### src/rtl/uart_tx_ctrl.sv
// uart_tx_ctrl: UART transmit framing FSM driving an external serializer, one bit per clk.
// Define UART_TX_PARITY_EN to compile in the optional parity slot (par_en/par_typ are otherwise ignored).
module uart_tx_ctrl #(
  parameter int DWIDTH = 8
) (
  input  logic              clk,
  input  logic              rst,
  input  logic [DWIDTH-1:0] p_data,
  input  logic              data_valid,
  input  logic              par_en,
  input  logic              par_typ,
  input  logic              ser_data,
  input  logic              ser_done,
  output logic              ser_en,
  output logic [DWIDTH-1:0] ser_p_data,
  output logic              tx_out,
  output logic              busy
);
`ifdef UART_TX_PARITY_EN
  typedef enum logic [2:0] {IDLE, START, DATA, PARITY, STOP} state_t;
`else
  typedef enum logic [2:0] {IDLE, START, DATA, STOP} state_t;
`endif
  state_t state, next;
  logic   accept;
  assign accept = data_valid && (state == IDLE || state == STOP);
`ifdef UART_TX_PARITY_EN
  logic par_bit, par_act;
  always_ff @(posedge clk or posedge rst)
    if (rst) begin
      par_bit <= 1'b0;
      par_act <= 1'b0;
    end else if (accept) begin
      par_bit <= (^p_data) ^ par_typ;
      par_act <= par_en;
    end
`else
  logic unused_par;
  assign unused_par = par_en ^ par_typ;
`endif
  always_ff @(posedge clk or posedge rst)
    if (rst) begin
      state      <= IDLE;
      ser_p_data <= '0;
    end else begin
      state <= next;
      if (accept) ser_p_data <= p_data;
    end
  always_comb begin
    next = state;
    case (state)
      IDLE:    next = accept ? START : IDLE;
      START:   next = DATA;
`ifdef UART_TX_PARITY_EN
      DATA:    next = ser_done ? (par_act ? PARITY : STOP) : DATA;
      PARITY:  next = STOP;
`else
      DATA:    next = ser_done ? STOP : DATA;
`endif
      STOP:    next = accept ? START : IDLE;
      default: next = IDLE;
    endcase
  end
  assign busy   = (state != IDLE) && (state != STOP);
  assign ser_en = (state == START) || (state == DATA && !ser_done);
`ifdef UART_TX_PARITY_EN
  assign tx_out = (state == START)  ? 1'b0 :
                  (state == DATA)   ? ser_data :
                  (state == PARITY) ? par_bit : 1'b1;
`else
  assign tx_out = (state == START) ? 1'b0 :
                  (state == DATA)  ? ser_data : 1'b1;
`endif
endmodule

### config.mk
export PLATFORM = sky130hd
export DESIGN_NAME = uart_tx_ctrl
export DESIGN_NICKNAME = d
export VERILOG_FILES = /design/src/rtl/uart_tx_ctrl.sv
export SDC_FILE = /design/constraint.sdc
export NUM_CORES = 1
export LEC_CHECK = 0
export CAP_MARGIN = 40
export CELL_PAD_IN_SITES_DETAIL_PLACEMENT = 2
export CELL_PAD_IN_SITES_GLOBAL_PLACEMENT = 2
export CORE_MARGIN = 4
export CORE_UTILIZATION = 21
export DETAILED_ROUTE_END_ITERATION = 12
export GPL_TIMING_DRIVEN = 0
export PLACE_DENSITY_LB_ADDON = 0.1
export REMOVE_ABC_BUFFERS = 1
export SYNTH_ARGS = -nofsm -noshare
export SYNTH_HDL_FRONTEND = slang
export SYNTH_SLANG_ARGS = --single-unit
### constraint.sdc
create_clock -name clk -period 2.3 [get_ports clk]
set_input_delay 0.46 -clock clk [delete_from_list [all_inputs] [get_ports clk]]
set_output_delay 0.46 -clock clk [all_outputs]
set_load 0.1 [all_outputs]
==> metrics.md <==
| Metric | Value |
|---|---|
| N_diodes | `0` |
| Die Ht | `roughly 53 um` |
| Final Util | `0.483` |
| CTS tree | `yes` |
| Pre-Repair DR Iteration Count | `1` |
| Final Max Slew Viols | `0` |
| R2R Setup Slk | `just over 0.9 ns` |
| Dpl cell area | `846 um^2` |
| Avg Vias per Cell | `3.87` |
| Hold Violations, Final | `0` |
| Sink Count | `10` |
| Vias post-DR | `356` |
| Port buffer count | `23` |
| Layout area overhead | `108%` |
| HP Class | `input port to async pin` |
| Max Cap Viol | `0` |
| Nets | `86` |
| Netlist cell types | `8` |
| Final antenna-violating net count | `0` |
| Crit path cell chain | `clkdlybuf4s50_1 -> inv_1 -> a21o_1 -> clkdlybuf4s50_1 -> buf_8` |
| Die area | `between 2000 and 3000 um^2` |
| DR iter-0 viols | `0` |
| Period Utilization, post-route | `0.970` |
| Die width | `52.7 um` |
| Status | `completed` |
| Crit. End Element | `output pin` |
| Relative slew slack | `0.744` |
| Worst R2R End | `ser_p_data[0]` |
| Core area | `1800 um^2` |
| Synthesized area | `419 um^2` |
| Worst Setup Start Kind | `input port` |
| Tot GR Track Use | `0.106` |
| First-pass GRT wire length | `~2.0 mm` |
| Initial antenna violation count | `0` |
| Final min period | `between 2 and 2.5 ns` |
| Cells after synthesis | `31` |
| Wire per inst | `13.4 um` |
| Final weighted congestion of routability-driven global placement | `0.636` |
| Crit-path max cell delay | `0.49 ns` |
| Levels on crit path | `5` |
| Root buffer cell | `clkbuf_4` |
| WHS | `around 0.48 ns` |
| Post-CTS Hold Buffers | `0` |
| Yosys warns | `0` |
| Max Clock Freq | `448 MHz` |
| Layout cell share with drive strength beyond 1 | `0.343` |
| CP delay by family, top | `buffers and inverters` |
| Initial Utilization | `0.233` |
| CP endpoint | `ser_en` |
| Pin count of the biggest net entering global routing | `11` |
| CP Data Arrival Time | `1.77 ns` |
| Worst Setup Path Type | `input port to output pin` |
| DRC | `0` |
| Top Ports | `26` |
| Register bit total from synthesis | `10` |
| Number of global-route vias before repair | `444` |
| Clk pin slew, worst setup/hold paths | `0.07 ns` |
| Crit-path most repeated cell | `clkdlybuf4s50_1` |
| Cts bufs inserted | `3` |
| Max FO, Critical Path | `2` |
| Cell Rows | `15` |
| Clock buffer depth | `2` |
| Final clock skew | `between 0.006 and 0.007 ns` |
| Drt total wl | `1.23 mm` |
| H-tree Lvls | `1` |
| Register area share after synthesis | `0.597` |
| Syn_area_per_cell | `13.5 um^2` |
| Design Area, Final | `871 um^2` |
| R2R Path Start | `state[0]` |
| Worst skew pair latency | `0.26 ns` |
| # setup viols final | `0` |
| Gr ovfl total | `0` |
| Detail Placement HPWL | `1.04 mm` |
| Crit path buf inv count | `4` |
| RSZ-0062 raised after global routing | `false` |
| Crit. Startpoint | `ser_done` |
| Worst EP required | `around 1.8 ns` |
| Slew @ Worst Pin | `0.384 ns` |
| Worst-case reg-to-reg path depth | `4` |
| CP max stage cell | `clkdlybuf4s50_1` |
[worst min-delay path by stage]
| stage | startpoint | end | slack, ns | cells after the start |
|---|---|---|---|---|
| after floorplan | rst | ser_p_data[0] | 0.30 | 1 |
| after global placement | ser_p_data[6] | ser_p_data[6] | 0.49 | 1 |
| after detailed placement | ser_p_data[2] | ser_p_data[2] | 0.50 | 1 |
| after CTS | rst | ser_p_data[3] | 0.48 | 2 |
| after global routing | rst | ser_p_data[3] | 0.52 | 2 |
| final | rst | ser_p_data[3] | 0.48 | 2 |
[flip-flops by register name, summed over array words and instances, names as in the netlist]
register	count
state	2
ser_p_data	8
[Yosys cell counts]
master,instances,share of area
ha_1,2,0.060
a21o_1,1,0.018
inv_1,6,0.054
nand2_4,1,0.027
mux2_2,8,0.21
dfrtp_1,10,0.60
a21oi_1,1,0.012
nand2_1,2,0.018
[logic make-up (layout without fill, tap and decap cells)]
group           count (synthesis)  after routing  synth area share
compound gates                  2              2            0.0298
fa+ha+maj                       2              2            0.0597
buf+inv                         6             42            0.0537
flops                          10             10             0.597
mux                             8              8             0.215
simple gates                    3              3            0.0448
[metrics by stage]
stage | worst slack (ns) | TNS, ns | std cells
2_1_floorplan | -0.228 | -0.228 | 31
3_3_place_gp | -0.353 | -0.740 | 79
3_5_place_dp | 0.00724 | 0 | 90
4_1_cts | 0.00967 | 0 | 93
5_1_grt | 0.00788 | 0 | 92
6_report | 0.0680 | 0 | 92
[cell usage in the layout (no fill, tap or decap), drive strengths merged]
cell type,Yosys,layout
dlymetal6s2s,0,1
clkbuf,0,3
inv,6,6
a21oi,1,1
nand2,3,3
buf,0,11
a21o,1,1
ha,2,2
clkdlybuf4s50,0,21
mux2,8,8
dfrtp,10,10
[area by class of cell]
cell class	instances	area (um^2)
tap	25	31.3
sequential	10	250
clock buffer	3	22.5
timing repair buffer	33	398
inverter	6	22.5
multi-input combinational	15	146
fill	178	931
[metal layers]
metal / vias up / track usage / part of all wire
li1: 172 / - / -
met1: 171 / 0.108 / 0.38
met2: 13 / 0.184 / 0.55
met3: 0 / 0.0370 / 0.062
met4: 0 / 0.0638 / 0
met5: - / 0 / 0
[timing repair]
| item | in CTS | in global routing |
|---|---|---|
| endpoints found under the setup margin | 0 | 2 |
| resized for setup | 0 | 3 |
| setup buffers | 0 | 0 |
Power is left out: the tool's default activity adds up to more than one toggle a clock period on the data nets, which glitch-free logic cannot reach.
